<file path="config.mk">
export PLATFORM = sky130hd
export DESIGN_NAME = fetch_unit
export DESIGN_NICKNAME = d
export VERILOG_FILES = /design/src/rtl/fetch_unit.sv
export SDC_FILE = /design/constraint.sdc
export NUM_CORES = 1
export LEC_CHECK = 0
export CORE_AREA = 2 2 57 113
export CTS_CLUSTER_SIZE = 20
export DETAILED_ROUTE_END_ITERATION = 10
export DIE_AREA = 0 0 59 115
export PLACE_DENSITY = 0.72
export SLEW_MARGIN = 20
export SYNTH_ARGS = -nofsm -noshare
export SYNTH_HDL_FRONTEND = slang
export SYNTH_SLANG_ARGS = --single-unit
</file>
<file path="constraint.sdc">
create_clock -name CLK -period 1.6 [get_ports CLK]
set_clock_uncertainty 0.05 [all_clocks]
set_input_delay 0.4 -clock CLK [delete_from_list [all_inputs] [get_ports CLK]]
set_output_delay 0.4 -clock CLK [all_outputs]
set_load 0.01 [all_outputs]
</file>
<file path="src/rtl/fetch_unit.sv">
// Instruction fetch: issues one memory read per instruction, holds it for the decoder, and handles redirects.
// Optional FETCH_STALL_CNT_EN adds a saturating stall_cnt output.
module fetch_unit #(
  parameter logic [15:0] RESET_PC   = 16'd0,
  parameter int          ADDR_LIMIT = 1024
) (
  input  logic        CLK,
  input  logic        reset,
  output logic [15:0] mem_addr,
  output logic        mem_read,
  input  logic [15:0] mem_data,
  input  logic        mem_busy,
  output logic [15:0] ir,
  output logic [15:0] ir_pc,
  output logic        ir_valid,
  input  logic        ir_ready,
  input  logic        redirect,
  input  logic [15:0] redirect_pc,
`ifdef FETCH_STALL_CNT_EN
  output logic [15:0] stall_cnt,
`endif
  output logic [15:0] pc
);

  typedef enum logic [1:0] {IDLE, ISSUE, WAIT, HOLD} state_t;

  localparam logic [15:0] LIM = 16'(ADDR_LIMIT);

  state_t      state_q, state_d;
  logic [15:0] pc_q, pc_d;
  logic [15:0] ir_q, ir_d;
  logic [15:0] ir_pc_q, ir_pc_d;
  logic        ir_valid_q, ir_valid_d;
  logic [15:0] pc_inc, redir_pc;

  assign pc_inc   = (pc_q + 16'd1) % LIM;
  assign redir_pc = redirect_pc % LIM;

  always_comb begin
    state_d    = state_q;
    pc_d       = pc_q;
    ir_d       = ir_q;
    ir_pc_d    = ir_pc_q;
    ir_valid_d = ir_valid_q;
    mem_read   = 1'b0;
    // Redirect wins over every state; data returning in WAIT is simply dropped.
    if (redirect) begin
      pc_d       = redir_pc;
      ir_valid_d = 1'b0;
      state_d    = ISSUE;
    end else begin
      case (state_q)
        IDLE:  state_d = ISSUE;
        ISSUE: if (!mem_busy) begin
          mem_read = 1'b1;
          state_d  = WAIT;
        end
        WAIT: begin
          ir_d       = mem_data;
          ir_pc_d    = pc_q;
          ir_valid_d = 1'b1;
          pc_d       = pc_inc;
          state_d    = HOLD;
        end
        HOLD: if (ir_valid_q && ir_ready) begin
          ir_valid_d = 1'b0;
          state_d    = ISSUE;
        end
        default: state_d = IDLE;
      endcase
    end
    // Keep the port quiet while held in reset so memory can be preloaded.
    if (reset) mem_read = 1'b0;
  end

  always_ff @(posedge CLK) begin
    if (reset) begin
      state_q    <= IDLE;
      pc_q       <= RESET_PC;
      ir_q       <= 16'd0;
      ir_pc_q    <= 16'd0;
      ir_valid_q <= 1'b0;
    end else begin
      state_q    <= state_d;
      pc_q       <= pc_d;
      ir_q       <= ir_d;
      ir_pc_q    <= ir_pc_d;
      ir_valid_q <= ir_valid_d;
    end
  end

  assign pc       = pc_q;
  assign mem_addr = pc_q;
  assign ir       = ir_q;
  assign ir_pc    = ir_pc_q;
  assign ir_valid = ir_valid_q;

`ifdef FETCH_STALL_CNT_EN
  logic [15:0] stall_q, stall_d;
  logic        stall_ev;

  always_comb begin
    stall_ev = ((state_q == ISSUE) && mem_busy) ||
               ((state_q == HOLD) && ir_valid_q && !ir_ready);
    stall_d  = stall_q;
    if (stall_ev && (stall_q != 16'hFFFF)) stall_d = stall_q + 16'd1;
  end

  always_ff @(posedge CLK) begin
    if (reset) stall_q <= 16'd0;
    else       stall_q <= stall_d;
  end

  assign stall_cnt = stall_q;
`endif

endmodule

</file>
After elaboration in Yosys (flattened, before gate mapping)
Cells that the tools add are included.
- register bits after elaboration: 39
- output and inout port bits: 66
- word-level logic and storage cells: 36
- add/sub/neg operators: 1
- equality and inequality tests: 7
- mux-type cells: 12
- bitwise operators: 1
- reduce and logical (&&, ||, !) cells: 9
- operators with widths (operator ; count):
    2-to-1 mux 10 bit ; 2
    adder 10 x 1 -> 10 bit, second input constant ; 1
    one-hot mux 2 bit (4 select lines) ; 1
    AND reduction 2 bit ; 4
    2-to-1 mux 1 bit ; 6
    inequality test 3 bit, second input constant ; 2
    equality test 2 bit, second input constant ; 2
    2-to-1 mux 2 bit ; 2
    inequality test 2 bit, second input constant ; 2
    nonzero test 2 bit ; 2
    equality test 2 x 1 -> 1 bit, second input constant ; 1
    logical NOT 2 bit ; 1
    one-hot mux 1 bit (2 select lines) ; 1
    OR reduction 2 bit ; 1
    logical AND 1 bit ; 1
    inverter 1 bit ; 1

Logic depth before layout (Yosys ltp)
- depth after elaboration: 4
- mapped depth: 8

Worst setup path before layout
No wires, ideal clock.
- kind: input-to-output
- from: input redirect
- to: output mem_read
- arrival: 1.077 ns
- required time: 1.150 ns
- path slack: 0.073 ns
- stages on the path: 2
- cell sequence: clkbuf_1 > nor4b_1
- cells in the longest elaborated chain, start to end: 2
- ends and longest elaborated chain (what ; RTL line ; source):
    from (decl) ; 17 ; input logic redirect,
    2-to-1 mux 1 bit ; 47 ; if (redirect) begin
    2-to-1 mux 1 bit ; 73 ; if (reset) mem_read = 1'b0;
    to (decl) ; 10 ; output logic mem_read,
Every way passes these cells.

Final worst setup path
- from: register ir_q[8] (netlist: ir[8])
- to: output ir[8]
- RTL lines (what ; RTL line ; source):
    from (decl) ; 31 ; logic [15:0] ir_q, ir_d;
    from (signal assigned) ; 86 ; ir_q <= ir_d;
    to (decl) ; 13 ; output logic [15:0] ir,
No word-level cell between the ends.

==> flow_metrics.py <==
metrics = {
    "status": {
        "status": "complete, no violations",
    },
    "placed_design": {
        "place_area_um2": 2770,
        "place.gp.congestion": 0.753,
        "io_buffers": 78,
        "dp_hpwl_um": 3730,
    },
    "global_route": {
        "grt_pass1_vias": 1883,
        "grt_pass1_wl_um": 8180,
        "grt.total_usage_pct": 15.4,
        "grt_overflow": 0,
        "grt_max_degree": 41,
        "antenna_found_initial": 0,
    },
    "timing": {
        "fmax_mhz": 632,
        "rsz0062_at_grt": "yes",
        "layout_min_cycle_time_ns": 1.58,
        "setup_tns_ns": 0,
        "worst_hold_slack_ns": 0.402,
        "setup_viol": 0,
        "period_share_pct": 99.0,
        "finalHoldViolCount": 0,
        "slew_violations": 0,
    },
    "final_layout": {
        "area_delta_synth_final_pct": 59.5,
        "num_antenna_cells": 0,
        "design_area_um2": 3010,
        "nets": 369,
        "drive_gt1_share_pct": 20.7,
    },
    "min_path": {
        "holdPathStages": 2,
        "worstHoldStart": "ir[15]$_SDFFE_PP0P_",
        "hold_end": "ir[15]$_SDFFE_PP0P_",
        "hp-class": "register to register",
    },
    "setup_path": {
        "crit_slowest_cell": "clkdlybuf4s50_1",
        "r2r_end": "mem_addr[7]$_SDFFE_PP0P_",
        "reg2reg_depth": 7,
        "crit_type": "register to output pin",
        "cp_cell_sequence": "clkdlybuf4s50_1",
        "worst-path-buf-inv": 1,
        "reg2reg_setup_slack_ns": 0.02,
        "worstPathMaxFanout": 2,
        "arrival_ns": 1.13,
        "r2r-start": "state_q[0]$_SDFFE_PP0P_",
        "crit_required_ns": 1.15,
        "cpPeakStageDelay_ns": 0.53,
        "start_kind": "register",
        "critPathTopFamily": "buffers and inverters",
        "crit_path_end_kind": "output pin",
    },
    "floorplanning": {
        "io_pins": 103,
        "initial_core_util_pct": 32.0,
        "core_area_um2": 5910,
        "die_y_um": 115,
        "rows": 40,
        "die_area_um2": 6790,
        "die_x_um": 59,
    },
    "clocking": {
        "cts.path.max_buffers": 2,
        "cts_tree": "yes",
        "cts_sinks": 39,
        "htreeDepth": 2,
        "cts_made_buffers": 5,
        "clk_pin_slew_worst_paths_ns": 0.05,
        "clock_latency_ns": 0.28,
        "cts_root_buf": "clkbuf_16",
        "cts_hold_buffers": 0,
        "cts_setup_buffers": 0,
    },
    "logic_synthesis": {
        "synthDistinctLibCells": 38,
        "ys.warnings.count": 0,
        "synth-edff-count": 0,
        "avgSynthCellArea_um2": 8.04,
        "synthCells": 235,
        "async_reset_ff_share_pct": 0,
        "ys_seq_elements": 39,
        "ys_seq_area_share_pct": 41.3,
        "synth_flop_cell": "dfxtp_1",
        "netlist_area_um2": 1890,
    },
    "run": {
        "drv_cap": 0,
    },
    "detailed_routing": {
        "num_vias": 1911,
        "initialDrtViolationCount": 35,
        "drt-total-wl_um": 5380,
        "route.detailed.drc": 0,
        "via_per_inst": 4.89,
        "wl_per_cell_um": 13.8,
        "drt_pass1_iterations": 4,
        "ant_nets": 0,
    },
    "pwr": {
        "leakagePower_nw": 1.44,
        "p_per_area_nw_per_um2": 797,
        "peakVddDrop_uv": 654,
    },
}
[placed cells by master, fill, tap and decap left out, types with 5 or more instances in the layout]
| cell type | Yosys | routed |
|---|---|---|
| dlygate4sd2_1 | 0 | 41 |
| o21ai_0 | 5 | 5 |
| buf_6 | 0 | 6 |
| clkbuf_16 | 0 | 5 |
| a21oi_1 | 30 | 27 |
| dlymetal6s2s_1 | 0 | 8 |
| dfxtp_1 | 39 | 30 |
| nor2_1 | 5 | 5 |
| dfxtp_2 | 0 | 9 |
| buf_4 | 28 | 25 |
| clkdlybuf4s50_1 | 0 | 28 |
| nand2_1 | 61 | 61 |
| conb_1 | 1 | 18 |
[flip-flops by register name (all words and copies together), names as in the netlist]
signal / cells
mem_addr: 10
ir: 16
ir_pc: 10
ir_valid: 1
state_q: 2
[cells by family (layout without fill, tap and decap cells)]
kind of cell | count (synthesis) | count (layout) | synth area share (%)
simple gates | 87 | 87 | 21.0
compound gates | 51 | 51 | 16.5
mux | 1 | 1 | 0.596
buf+inv | 47 | 123 | 15.2
xor+xnor | 4 | 4 | 1.85
other cells | 1 | 18 | 0.198
flops | 39 | 39 | 41.3
fa+ha+maj | 5 | 5 | 3.31
[per-layer routing]
layer,global-route usage (%),up-vias,share of wire (%)
met3,3.60,10,8.0
met1,17.0,887,41
li1,-,929,-
met4,7.12,0,1.2
met5,0,-,0
met2,26.9,85,50
[cell usage after synthesis, types with 2 or more instances]
master    number  area (um^2)
inv_1          6         22.5
a21oi_1       30          150
ha_1           5         62.6
or3_1          2         12.5
o21ai_0        5         25.0
nand4_1        2         12.5
clkbuf_1       7         26.3
buf_4         28          210
buf_2          5         25.0
nand2_1       61          229
o31a_2         2         20.0
a311oi_1       2         17.5
nand3_1        4         20.0
a211oi_1       4         30.0
nor2b_1        2         12.5
nand2b_1       2         12.5
and2_1         2         12.5
nor2_1         5         18.8
xor2_1         4         35.0
dfxtp_1       39          781
[worst max-delay path by stage]
stage | startpoint | endpoint | slack [ns] | cells after the start
floorplan | redirect | mem_read | 0.07 | 2
global placement | redirect | mem_read | -0.56 | 3
detailed placement | redirect | mem_read | -0.58 | 3
CTS | state_q[1]$_SDFFE_PP0P_ | mem_read | -0.03 | 4
global route | state_q[0]$_SDFFE_PP0P_ | mem_addr[7]$_SDFFE_PP0P_ | -0.03 | 7
finish | ir[8]$_SDFFE_PP0P_ | ir[8] | 0.02 | 1
[area by class of cell]
class,count,area (um^2)
fillers,563,2890
repair buffers,109,1000
multi-input cells,166,981
flip-flops and latches,39,792
clock buffers,7,133
well taps,63,78.8
inverters,6,25.0
clock inverters,1,5.00
[power by group]
group	internal [mW]	switching, mW	total (mW)
combinational	0.218	0.198	0.415
sequential	1.01	0.0363	1.05
clock	0.575	0.365	0.941
[stage by stage]
stage / power [mW] / worst slack [ns] / util (%) / std cells
after floorplan: 1.27 / 0.0733 / - / 252
after CTS: 2.39 / -0.0274 / 49.1 / 389
final: 2.40 / 0.0165 / 51.0 / 391
after global routing: 2.49 / -0.0337 / 51.0 / 391
after detailed placement: 1.46 / -0.583 / 46.9 / 381
after global placement: 1.45 / -0.560 / 46.9 / 381
[what timing repair did]
| item | in CTS | in global routing |
|---|---|---|
| resized for setup | 63 | 30 |
| endpoints found under the setup margin | 73 | 26 |
| cloned | 0 | 2 |
| pin swaps | 3 | 4 |
Note: power is estimated with default switching activity, not from simulation.
